$ cat config.mk
export PLATFORM = sky130hd
export DESIGN_NAME = sdram_pingpong_arbiter_flat
export DESIGN_NICKNAME = d
export VERILOG_FILES = /design/src/rtl/sdram_pingpong_arbiter_pkg.sv /design/src/rtl/sdram_pingpong_arbiter_if.sv /design/src/rtl/sdram_pingpong_arbiter_addr_gen.sv /design/src/rtl/sdram_pingpong_arbiter.sv /design/src/flat_wrapper.sv
export SDC_FILE = /design/constraint.sdc
export NUM_CORES = 1
export LEC_CHECK = 0
export BUFFER_PORTS_ARGS = -buffer_cell sky130_fd_sc_hd__buf_2
export CAP_MARGIN = 20
export CELL_PAD_IN_SITES_DETAIL_PLACEMENT = 0
export CELL_PAD_IN_SITES_GLOBAL_PLACEMENT = 1
export CORE_MARGIN = 10
export CORE_UTILIZATION = 43
export CTS_BUF_LIST = sky130_fd_sc_hd__clkbuf_4 sky130_fd_sc_hd__clkbuf_8
export CTS_CLUSTER_SIZE = 20
export DETAILED_ROUTE_END_ITERATION = 16
export GPL_TIMING_DRIVEN = 0
export PLACE_DENSITY = 0.89
export SYNTH_ARGS = -nofsm -noshare
export SYNTH_HDL_FRONTEND = slang
export SYNTH_HIERARCHICAL = 1
export SYNTH_SLANG_ARGS = --single-unit
export TNS_END_PERCENT = 100
$ cat constraint.sdc
create_clock -name rfifo_wclk -period 4.1 [get_ports rfifo_wclk]
set_input_delay 0.82 -clock rfifo_wclk [delete_from_list [all_inputs] [get_ports rfifo_wclk]]
set_output_delay 0.82 -clock rfifo_wclk [all_outputs]
set_load 0.01 [all_outputs]
$ cat src/rtl/sdram_pingpong_arbiter_pkg.sv
// rtl/sdram_pingpong_arbiter_pkg.sv - shared types and helpers for the SDRAM ping-pong burst arbiter
package sdram_arb_pkg;

    typedef enum logic [1:0] {
        IDLE    = 2'd0,
        WR_BUSY = 2'd1,
        RD_BUSY = 2'd2
    } state_e;

    typedef enum logic {
        GNT_WR = 1'b0,
        GNT_RD = 1'b1
    } grant_e;

    // True when the address following a burst lands exactly on the end of a frame.
    function automatic logic frame_wrap(input int unsigned next_addr, input int unsigned frame_words);
        return next_addr == frame_words;
    endfunction

endpackage

$ cat src/rtl/sdram_pingpong_arbiter_if.sv
// rtl/sdram_pingpong_arbiter_if.sv - burst trigger/done handshake between arbiter and SDRAM controller
interface sdram_arb_if #(
    parameter int ADDR_W = 22
);
    import sdram_arb_pkg::*;

    logic              wr_trig;
    logic              rd_trig;
    logic              wr_done;
    logic              rd_done;
    logic [ADDR_W-1:0] wr_addr;
    logic [ADDR_W-1:0] rd_addr;
    logic              wr_bank;
    logic              rd_bank;

    modport master (
        output wr_trig, rd_trig, wr_addr, rd_addr, wr_bank, rd_bank,
        input  wr_done, rd_done
    );

    modport slave (
        input  wr_trig, rd_trig, wr_addr, rd_addr, wr_bank, rd_bank,
        output wr_done, rd_done
    );

endinterface

$ cat src/rtl/sdram_pingpong_arbiter_addr_gen.sv
// rtl/sdram_pingpong_arbiter_addr_gen.sv - burst address counter with frame wrap and bank select
module sdram_arb_addr_gen
    import sdram_arb_pkg::*;
#(
    parameter int ADDR_W      = 22,
    parameter int BURST       = 256,
    parameter int FRAME_WORDS = 307200,
    parameter bit LOAD_BANK   = 1'b0
)(
    input  logic              clk,
    input  logic              rst_n,
    input  logic              step,
    input  logic              bank_in,
    output logic [ADDR_W-1:0] addr,
    output logic              bank
);

    logic [ADDR_W-1:0] next_addr;
    logic              wrap;

    // Next burst start and whether it closes the frame; compare is against the frame size, not 2^ADDR_W.
    always_comb begin
        next_addr = addr + ADDR_W'(BURST);
        wrap      = frame_wrap(32'(next_addr), FRAME_WORDS);
    end

    // Advance on each finished burst; at frame end restart at 0 and either toggle or load the bank.
    always_ff @(posedge clk or negedge rst_n) begin
        if (!rst_n) begin
            addr <= '0;
            bank <= 1'b0;
        end else if (step) begin
            if (wrap) begin
                addr <= '0;
                bank <= LOAD_BANK ? bank_in : ~bank;
            end else begin
                addr <= next_addr;
            end
        end
    end

endmodule

$ cat src/rtl/sdram_pingpong_arbiter.sv
// rtl/sdram_pingpong_arbiter.sv - round-robin SDRAM burst arbiter with ping-pong frames; optional watchdog via SDRAM_ARB_WDOG_EN
module sdram_pingpong_arbiter
    import sdram_arb_pkg::*;
#(
    parameter int AW          = 9,
    parameter int BURST       = 256,
    parameter int ADDR_W      = 22,
    parameter int FRAME_WORDS = 307200,
    parameter int TIMEOUT     = 4096
)(
    input  logic          rfifo_wclk,
    input  logic          rst_n,
    input  logic          init_done,
    input  logic [AW-1:0] wfifo_usedw,
    input  logic [AW-1:0] rfifo_usedw,
    sdram_arb_if.master   bus,
    output logic          rfifo_rd_ready,
    output logic          err_timeout
);

    state_e     state;
    grant_e     last_grant;
    logic       frame_valid;
    logic       wreq;
    logic       rreq;
    logic       wr_step;
    logic       rd_step;
    logic       wr_wrap;
    logic       rd_fill_ok;
    logic       wdog_hit;
    logic [AW:0] rfifo_free;

    // Request evaluation and burst-completion strobes; done pulses only count in their own busy state.
    always_comb begin
        rfifo_free = {1'b1, {AW{1'b0}}} - {1'b0, rfifo_usedw};
        wreq       = {1'b0, wfifo_usedw} >= (AW+1)'(BURST);
        rreq       = frame_valid && (rfifo_free > (AW+1)'(BURST));
        rd_fill_ok = {1'b0, rfifo_usedw} >= (AW+1)'(BURST);
        wr_step    = (state == WR_BUSY) && bus.wr_done;
        rd_step    = (state == RD_BUSY) && bus.rd_done;
        wr_wrap    = wr_step && frame_wrap(32'(bus.wr_addr + ADDR_W'(BURST)), FRAME_WORDS);
    end

    // Arbitration FSM: grant in IDLE, one-cycle trig, wait for done (or watchdog) to return.
    always_ff @(posedge rfifo_wclk or negedge rst_n) begin
        if (!rst_n) begin
            state          <= IDLE;
            last_grant     <= GNT_RD;
            bus.wr_trig    <= 1'b0;
            bus.rd_trig    <= 1'b0;
            frame_valid    <= 1'b0;
            rfifo_rd_ready <= 1'b0;
        end else begin
            bus.wr_trig <= 1'b0;
            bus.rd_trig <= 1'b0;
            if (wr_wrap) begin
                frame_valid <= 1'b1;
            end
            if (frame_valid && rd_fill_ok) begin
                rfifo_rd_ready <= 1'b1;
            end
            case (state)
                IDLE: begin
                    if (init_done) begin
                        if (wreq && (!rreq || last_grant == GNT_RD)) begin
                            state       <= WR_BUSY;
                            bus.wr_trig <= 1'b1;
                            last_grant  <= GNT_WR;
                        end else if (rreq) begin
                            state       <= RD_BUSY;
                            bus.rd_trig <= 1'b1;
                            last_grant  <= GNT_RD;
                        end
                    end
                end
                WR_BUSY: begin
                    if (bus.wr_done || wdog_hit) begin
                        state <= IDLE;
                    end
                end
                RD_BUSY: begin
                    if (bus.rd_done || wdog_hit) begin
                        state <= IDLE;
                    end
                end
                default: state <= IDLE;
            endcase
        end
    end

`ifdef SDRAM_ARB_WDOG_EN
    localparam int WDOG_W = $clog2(TIMEOUT + 1);

    logic [WDOG_W-1:0] wdog_cnt;
    logic              err_q;

    assign wdog_hit    = (state != IDLE) && (wdog_cnt == WDOG_W'(TIMEOUT - 1));
    assign err_timeout = err_q;

    // Count busy cycles; expiry abandons the burst without advancing the address so it is retried.
    always_ff @(posedge rfifo_wclk or negedge rst_n) begin
        if (!rst_n) begin
            wdog_cnt <= '0;
            err_q    <= 1'b0;
        end else begin
            if (state == IDLE || wdog_hit) begin
                wdog_cnt <= '0;
            end else begin
                wdog_cnt <= wdog_cnt + WDOG_W'(1);
            end
            if (wdog_hit && !wr_step && !rd_step) begin
                err_q <= 1'b1;
            end
        end
    end
`else
    // No watchdog: busy states wait for done indefinitely; the tie-off still references TIMEOUT.
    assign wdog_hit    = 1'b0;
    assign err_timeout = (TIMEOUT < 0);
`endif

    sdram_arb_addr_gen #(
        .ADDR_W      (ADDR_W),
        .BURST       (BURST),
        .FRAME_WORDS (FRAME_WORDS),
        .LOAD_BANK   (1'b0)
    ) u_wr_addr (
        .clk     (rfifo_wclk),
        .rst_n   (rst_n),
        .step    (wr_step),
        .bank_in (1'b0),
        .addr    (bus.wr_addr),
        .bank    (bus.wr_bank)
    );

    // Read side takes the last completed bank (opposite of the one being written) at each frame wrap.
    sdram_arb_addr_gen #(
        .ADDR_W      (ADDR_W),
        .BURST       (BURST),
        .FRAME_WORDS (FRAME_WORDS),
        .LOAD_BANK   (1'b1)
    ) u_rd_addr (
        .clk     (rfifo_wclk),
        .rst_n   (rst_n),
        .step    (rd_step),
        .bank_in (~bus.wr_bank),
        .addr    (bus.rd_addr),
        .bank    (bus.rd_bank)
    );

endmodule

$ cat src/flat_wrapper.sv
// flat-port wrapper written by rule: the top's interface ports become plain ports
module sdram_pingpong_arbiter_flat import sdram_arb_pkg::*;
#(
    parameter int AW          = 9,
    parameter int BURST       = 256,
    parameter int ADDR_W      = 22,
    parameter int FRAME_WORDS = 307200,
    parameter int TIMEOUT     = 4096
)
  (rfifo_wclk, rst_n, init_done, wfifo_usedw, rfifo_usedw, rfifo_rd_ready, err_timeout, bus_wr_trig, bus_rd_trig, bus_wr_addr, bus_rd_addr, bus_wr_bank, bus_rd_bank, bus_wr_done, bus_rd_done);
  sdram_arb_if #(.ADDR_W(ADDR_W)) bus_i ();
  input  logic rfifo_wclk;
  input  logic rst_n;
  input  logic init_done;
  input  logic [AW-1:0] wfifo_usedw;
  input  logic [AW-1:0] rfifo_usedw;
  output logic rfifo_rd_ready;
  output logic err_timeout;
  output wire logic [$bits(bus_i.wr_trig)-1:0] bus_wr_trig;
  output wire logic [$bits(bus_i.rd_trig)-1:0] bus_rd_trig;
  output wire logic [$bits(bus_i.wr_addr)-1:0] bus_wr_addr;
  output wire logic [$bits(bus_i.rd_addr)-1:0] bus_rd_addr;
  output wire logic [$bits(bus_i.wr_bank)-1:0] bus_wr_bank;
  output wire logic [$bits(bus_i.rd_bank)-1:0] bus_rd_bank;
  input wire logic [$bits(bus_i.wr_done)-1:0] bus_wr_done;
  input wire logic [$bits(bus_i.rd_done)-1:0] bus_rd_done;
  assign bus_wr_trig = bus_i.wr_trig;
  assign bus_rd_trig = bus_i.rd_trig;
  assign bus_wr_addr = bus_i.wr_addr;
  assign bus_rd_addr = bus_i.rd_addr;
  assign bus_wr_bank = bus_i.wr_bank;
  assign bus_rd_bank = bus_i.rd_bank;
  assign bus_i.wr_done = bus_wr_done;
  assign bus_i.rd_done = bus_rd_done;
  sdram_pingpong_arbiter #(.AW(AW), .BURST(BURST), .ADDR_W(ADDR_W), .FRAME_WORDS(FRAME_WORDS), .TIMEOUT(TIMEOUT)) u_core (.rfifo_wclk(rfifo_wclk), .rst_n(rst_n), .init_done(init_done), .wfifo_usedw(wfifo_usedw), .rfifo_usedw(rfifo_usedw), .bus(bus_i), .rfifo_rd_ready(rfifo_rd_ready), .err_timeout(err_timeout));
endmodule
## Yosys cells after proc, flatten, opt, wreduce, memory -nomap -nowiden

Index checks and enable logic that the tools add are counted.

- Word-level logic and storage cells: 58
- Register bits: 53
- Output and inout port bits: 50

- $add $sub $neg: 4
- Equal/unequal tests: 9
- Mux-type cells: 17
- Bitwise operators: 1
- Magnitude comparators: 3
- Reduce and logical (&&, ||, !) cells: 14

Operator list:

| cell | number |
|---|---|
| $add A22 B9 Y22 const B | 2 |
| $eq A22 B19 Y1 const B | 2 |
| $mux W22 | 2 |
| $eq A32 B19 Y1 const B | 1 |
| $add A22 B9 Y23 const B | 1 |
| $ge A9 B9 Y1 const B | 2 |
| $gt A10 B9 Y1 const B | 1 |
| $mux W2 | 5 |
| $sub A10 B9 Y10 const A | 1 |
| $mux W1 | 9 |
| $logic_and A1 B1 Y1 | 6 |
| $ne A2 B2 Y1 const B | 3 |
| $pmux W2 S3 | 1 |
| $reduce_and A2 Y1 | 2 |
| $reduce_and A4 Y1 | 1 |
| $ne A3 B1 Y1 const B | 1 |
| $reduce_and A3 Y1 | 1 |
| $eq A2 B1 Y1 const B | 1 |
| $eq A2 B2 Y1 const B | 1 |
| $logic_not A2 Y1 | 1 |
| $reduce_bool A2 Y1 | 1 |
| $logic_not A1 Y1 | 1 |
| $logic_or A1 B1 Y1 | 1 |
| $not A1 Y1 | 1 |

## Logic depth before layout (Yosys ltp)

- Word-level depth: 9
- Mapped depth: 8

## By module

The synthesis kept the hierarchy.

Modules (own cells, without submodules):

| module | area an instance (sq um) | times used | seq. area each (sq um) | cells an instance |
|---|---|---|---|---|
| sdram_arb_addr_gen (u_core.u_wr_addr) | 1,014.7 | 1 | 375.4 | 113 |
| sdram_arb_addr_gen (u_core.u_rd_addr) | 996.0 | 1 | 375.4 | 104 |
| sdram_pingpong_arbiter | 380.4 | 1 | 176.4 | 35 |

## Worst setup path after synthesis

OpenSTA, ideal clock, no wires.

- Path kind: reg2reg
- Start: reg u_core.u_rd_addr.addr[8]
- End: reg u_core.u_rd_addr.bank
- Setup slack: 1,743 ps
- Path buffers: 0
- Stages on the path, launching flop included: 7
- Arrival: 2,232 ps
- Data required time: 3,975 ps
- Library setup time: 125 ps
- Period minus slack after synthesis: 2,357 ps
- Cell sequence: dfrtp_1 ha_1 and3_4 nand3_4 or4b_4 a2111oi_4 mux2_4

- Longest elaborated chain between the ends: 3

Ends and longest elaborated chain:

| item | RTL line | RTL |
|---|---|---|
| from (decl) | sdram_pingpong_arbiter_addr_gen.sv:14 | `output logic [ADDR_W-1:0] addr,` |
| from (signal assigned) | sdram_pingpong_arbiter_addr_gen.sv:37 | `addr <= next_addr;` |
| $add A22 B9 Y22 | sdram_pingpong_arbiter_addr_gen.sv:23 | `next_addr = addr + ADDR_W'(BURST);` |
| $eq A22 B19 Y1 | sdram_pingpong_arbiter_pkg.sv:17 | `return next_addr == frame_words;` |
| $reduce_and A2 Y1 (no line) | -- |  |
| to (signal assigned) | sdram_pingpong_arbiter_addr_gen.sv:35 | `bank <= LOAD_BANK ? bank_in : ~bank;` |
| to (decl) | sdram_pingpong_arbiter_addr_gen.sv:15 | `output logic bank` |

Every way passes these cells.
A chain may end at the register's enable or synchronous reset.

## Worst setup path in the final report

- Start: reg u_core.u_rd_addr.addr[8]
- End: reg u_core.u_rd_addr.addr[8]

- Longest elaborated chain between the ends: 3

Ends and longest elaborated chain:

| item | RTL line | RTL |
|---|---|---|
| $add A22 B9 Y22 * | sdram_pingpong_arbiter_addr_gen.sv:23 |  |
| $eq A22 B19 Y1 | sdram_pingpong_arbiter_pkg.sv:17 |  |
| $mux W22 * | sdram_pingpong_arbiter_addr_gen.sv:33 | `if (wrap) begin` |

Every way passes the cells marked *; elsewhere a longest branch is shown, timed or not.

==> parameters.txt <==
Parameter                              Value

Global route
  Grt ovf ... 0
  Total GRT Usage ... 13.0%
  First-pass GRT wire length ... 9440 um
  Pin count of the biggest net entering global routing ... 38
  Antenna violations before repair ... 0
  Vias in the first global route ... ~1900

Floorplan
  Floorplan die width ... 94.6 um
  Area inside the core boundary ... between 0.005 and 0.006 mm2
  Boundary pin count ... 73
  FP Rows ... 27
  Die Area ... roughly 0.009 mm2
  Floorplan die height ... 94.6 um
  Initial standard-cell utilization of the core ... 44.0%

Setup path
  Startpoint kind of the worst setup timing path ... register
  Required time of the critical path ... 4.24 ns
  Crit. End Element ... register
  Reg-to-reg startpoint ... u_core/u_rd_addr/addr[8]
  Setup Crit Path Kind ... register to register
  CP arrival ... 2.75 ns
  Worst-path maximum fanout ... 9
  Startpoint of the most critical setup path ... u_core/u_rd_addr/addr[8]

Clock network
  Number of H-tree levels ... 2
  Total of hold buffers inserted after clock tree synthesis ... 0
  Clk pin slew, worst setup/hold paths ... approximately 0.080 ns
  Number of buffers created by CTS ... 5
  Clock Sinks ... 37
  Skew-Pair Late Insertion Delay ... ~0.29 ns
  Resized Gates After CTS ... 0
  TritonCTS clock tree ... done
  Number of setup buffers added after CTS ... 0
  Cell at the root of the clock tree ... clkbuf_8
  Clock Path Buffers ... 2

Logic synthesis
  Ys flop type ... dfrtp_1
  Async SR Flop Fraction ... 100%
  Total of flip-flops plus latches after synthesis ... 37
  Mean cell area of the mapped netlist ... 9.49 um2
  Sequential-to-total area share from yosys stat ... 38.8%
  Netlist area before placement ... 0.00239 mm2
  Count of flip-flops with a built-in enable after synthesis ... 0
  Syn. warnings ... 6
  Unique masters post-synth ... 56
  Gate count after technology mapping ... 252

Layout
  Most common cell after layout, fill and taps aside ... buf_2
  Most frequent cells in the layout ... buf_2, dfrtp_1, nand2_1, buf_4, conb_1
  Fraction of layout cells with a size suffix above 1 ... 28.8%
  Summed area of non-filler cells in the final layout ... between 0.002 and 0.003 mm2
  Area taken by multi-input logic gates ... 0.00128 mm2
  Largest registers ... u_core/u_rd_addr/addr x14, u_core/u_wr_addr/addr x14, u_core/state x2
  Number of fill cells in the layout ... 533
  Area grow syn2layout ... 19.2%
  Final standard cell utilization of the core ... 52.4%
  Number of nets in the final layout ... 339
  Ant diodes ... 0
  FF/Latch Area ... 927 um2

STA
  Final setup slack of the worst path ... ~1.5 ns
  Total negative setup slack ... 0 ns
  Unrepaired setup endpoints after global routing ... no
  Portion of the clock cycle consumed by the worst path in the final layout ... 63.6%
  Final number of max-transition violations ... 0
  Slew @ Worst Pin ... ~0.85 ns
  Final Skew ... 0.00646 ns
  Final Hold Vio Count ... 0
  Final number of setup-violating endpoints ... 0
  Achievable frequency ... 383 MHz
  Worst slew margin relative to its limit ... 43.6%
  Final min period ... 2.61 ns

Place
  Count of buffers inserted at the top-level ports ... 39
  DP HPWL ... roughly 4200 um
  Worst slack after detailed placement ... about 1.5 ns
  Cell Area, Placed ... about 0.0027 mm2
  Placer Congestion ... 0.927

Route
  Antenna-violating nets left ... 0
  Detailed-route wire length per cell ... 14.5 um
  Total Routed Length ... 5570 um
  Detailed-route vias per instance ... 5.14
  Total number of vias ... 1977
  Post-route DRC violation count ... 0
  Number of design-rule violations left by the first detailed-router iteration ... 65
  Pre-antenna DRT Iters ... 4

Pwr
  Worst vdd rail ir drop ... 255 uV
  Pwr dens ... 340 mW/mm2
  Static Leak ... 1.34 nW
  Total power of the final layout ... slightly below 1 mW

Flow run
  Count of max-cap constraint violations ... 0

Outcome
  Outcome ... finished, final reports clean

Hold path
  Worst min path class ... register to register
  Source of the worst hold timing path ... u_core/rfifo_rd_ready
## final cells by class
| cell class | instances | share of cell area (%) |
|---|---|---|
| Buffer | 24 | 6.10 |
| Clock buffer | 6 | 2.90 |
| Clock inverter | 2 | 1.32 |
| Inverter | 16 | 2.11 |
| Multi-Input combinational cell | 189 | 45.0 |
| Sequential cell | 37 | 32.5 |
| Tap cell | 72 | 3.16 |
| Timing Repair Buffer | 39 | 6.85 |
## cell usage after synthesis, drive strengths merged (3+ instances only)
cell	number	area share [%]
nand4	7	2.5
nor2	16	2.6
xor2	7	2.6
nor3	7	1.9
nor4bb	3	1.3
and3	6	2.0
mux2i	4	1.7
ha	4	2.1
a31oi	3	0.79
nand2b	5	1.3
inv	16	2.5
o221ai	3	1.1
o2bb2ai	3	1.1
or4b	3	1.4
conb	3	0.47
dfrtp	36	38
nor4	4	1.3
nand3	16	3.9
o21ai	9	1.9
nand2	25	3.9
or3	3	0.99
buf	23	7.1
o211ai	3	0.94
xnor2	16	5.9
## worst paths after layout
path	endpoint	slack, ns	depth (start not counted)
worst max-delay path	u_core/u_rd_addr/addr[8]	1.49	6
worst min-delay path	u_core/rfifo_rd_ready	0.46	1
worst max register to register	u_core/u_rd_addr/addr[8]	1.49	6
worst min register to register	u_core/rfifo_rd_ready	0.46	1
max in group asynchronous	u_core/rfifo_rd_ready	2.93	1
min in group asynchronous	u_core/u_rd_addr/addr[16]	0.63	1
## through the flow
step	cells	hold WS [ns]
after floorplan	266	0.470
after global placement	377	0.439
after detailed placement	377	0.439
after CTS	385	0.456
after global routing	385	0.494
final	385	0.456
## logic make-up after synthesis
| group | count (synthesis) | synth area share, % |
|---|---|---|
| AOI/OAI and AO/OA | 34 | 11.1 |
| xor gates and xnor gates | 23 | 8.42 |
| adders and majority gates | 4 | 2.09 |
| buffers and inverters | 40 | 9.79 |
| DFF | 37 | 38.8 |
| muxes | 6 | 2.77 |
| other | 3 | 0.471 |
| and+or+nand+nor | 105 | 26.6 |
## report_power, final
part / internal [mW] / total [mW] / switching [mW] / leakage (nW)
Sequential: 0.388 / 0.427 / 0.0389 / 0.466
Clock: 0.198 / 0.334 / 0.137 / 0.0574
Combinational: 0.0890 / 0.206 / 0.117 / 0.818
Total: 0.675 / 0.968 / 0.293 / 1.34
## worst max-delay path, cell delays in order (launching register included)
cell	delay, ns
dfrtp_1	0.47
ha_1	0.30
and3_4	0.23
a311o_2	0.37
o22a_1	0.26
nor4_1	0.62
o21ai_0	0.19
## layer usage
metal | track usage [%] | share of wire [%]
met1 | 15.4 | 44
met2 | 22.0 | 49
met3 | 3.89 | 5.4
met4 | 4.24 | 1.1
met5 | 0 | 0
Power figures use the tool's default switching activity.
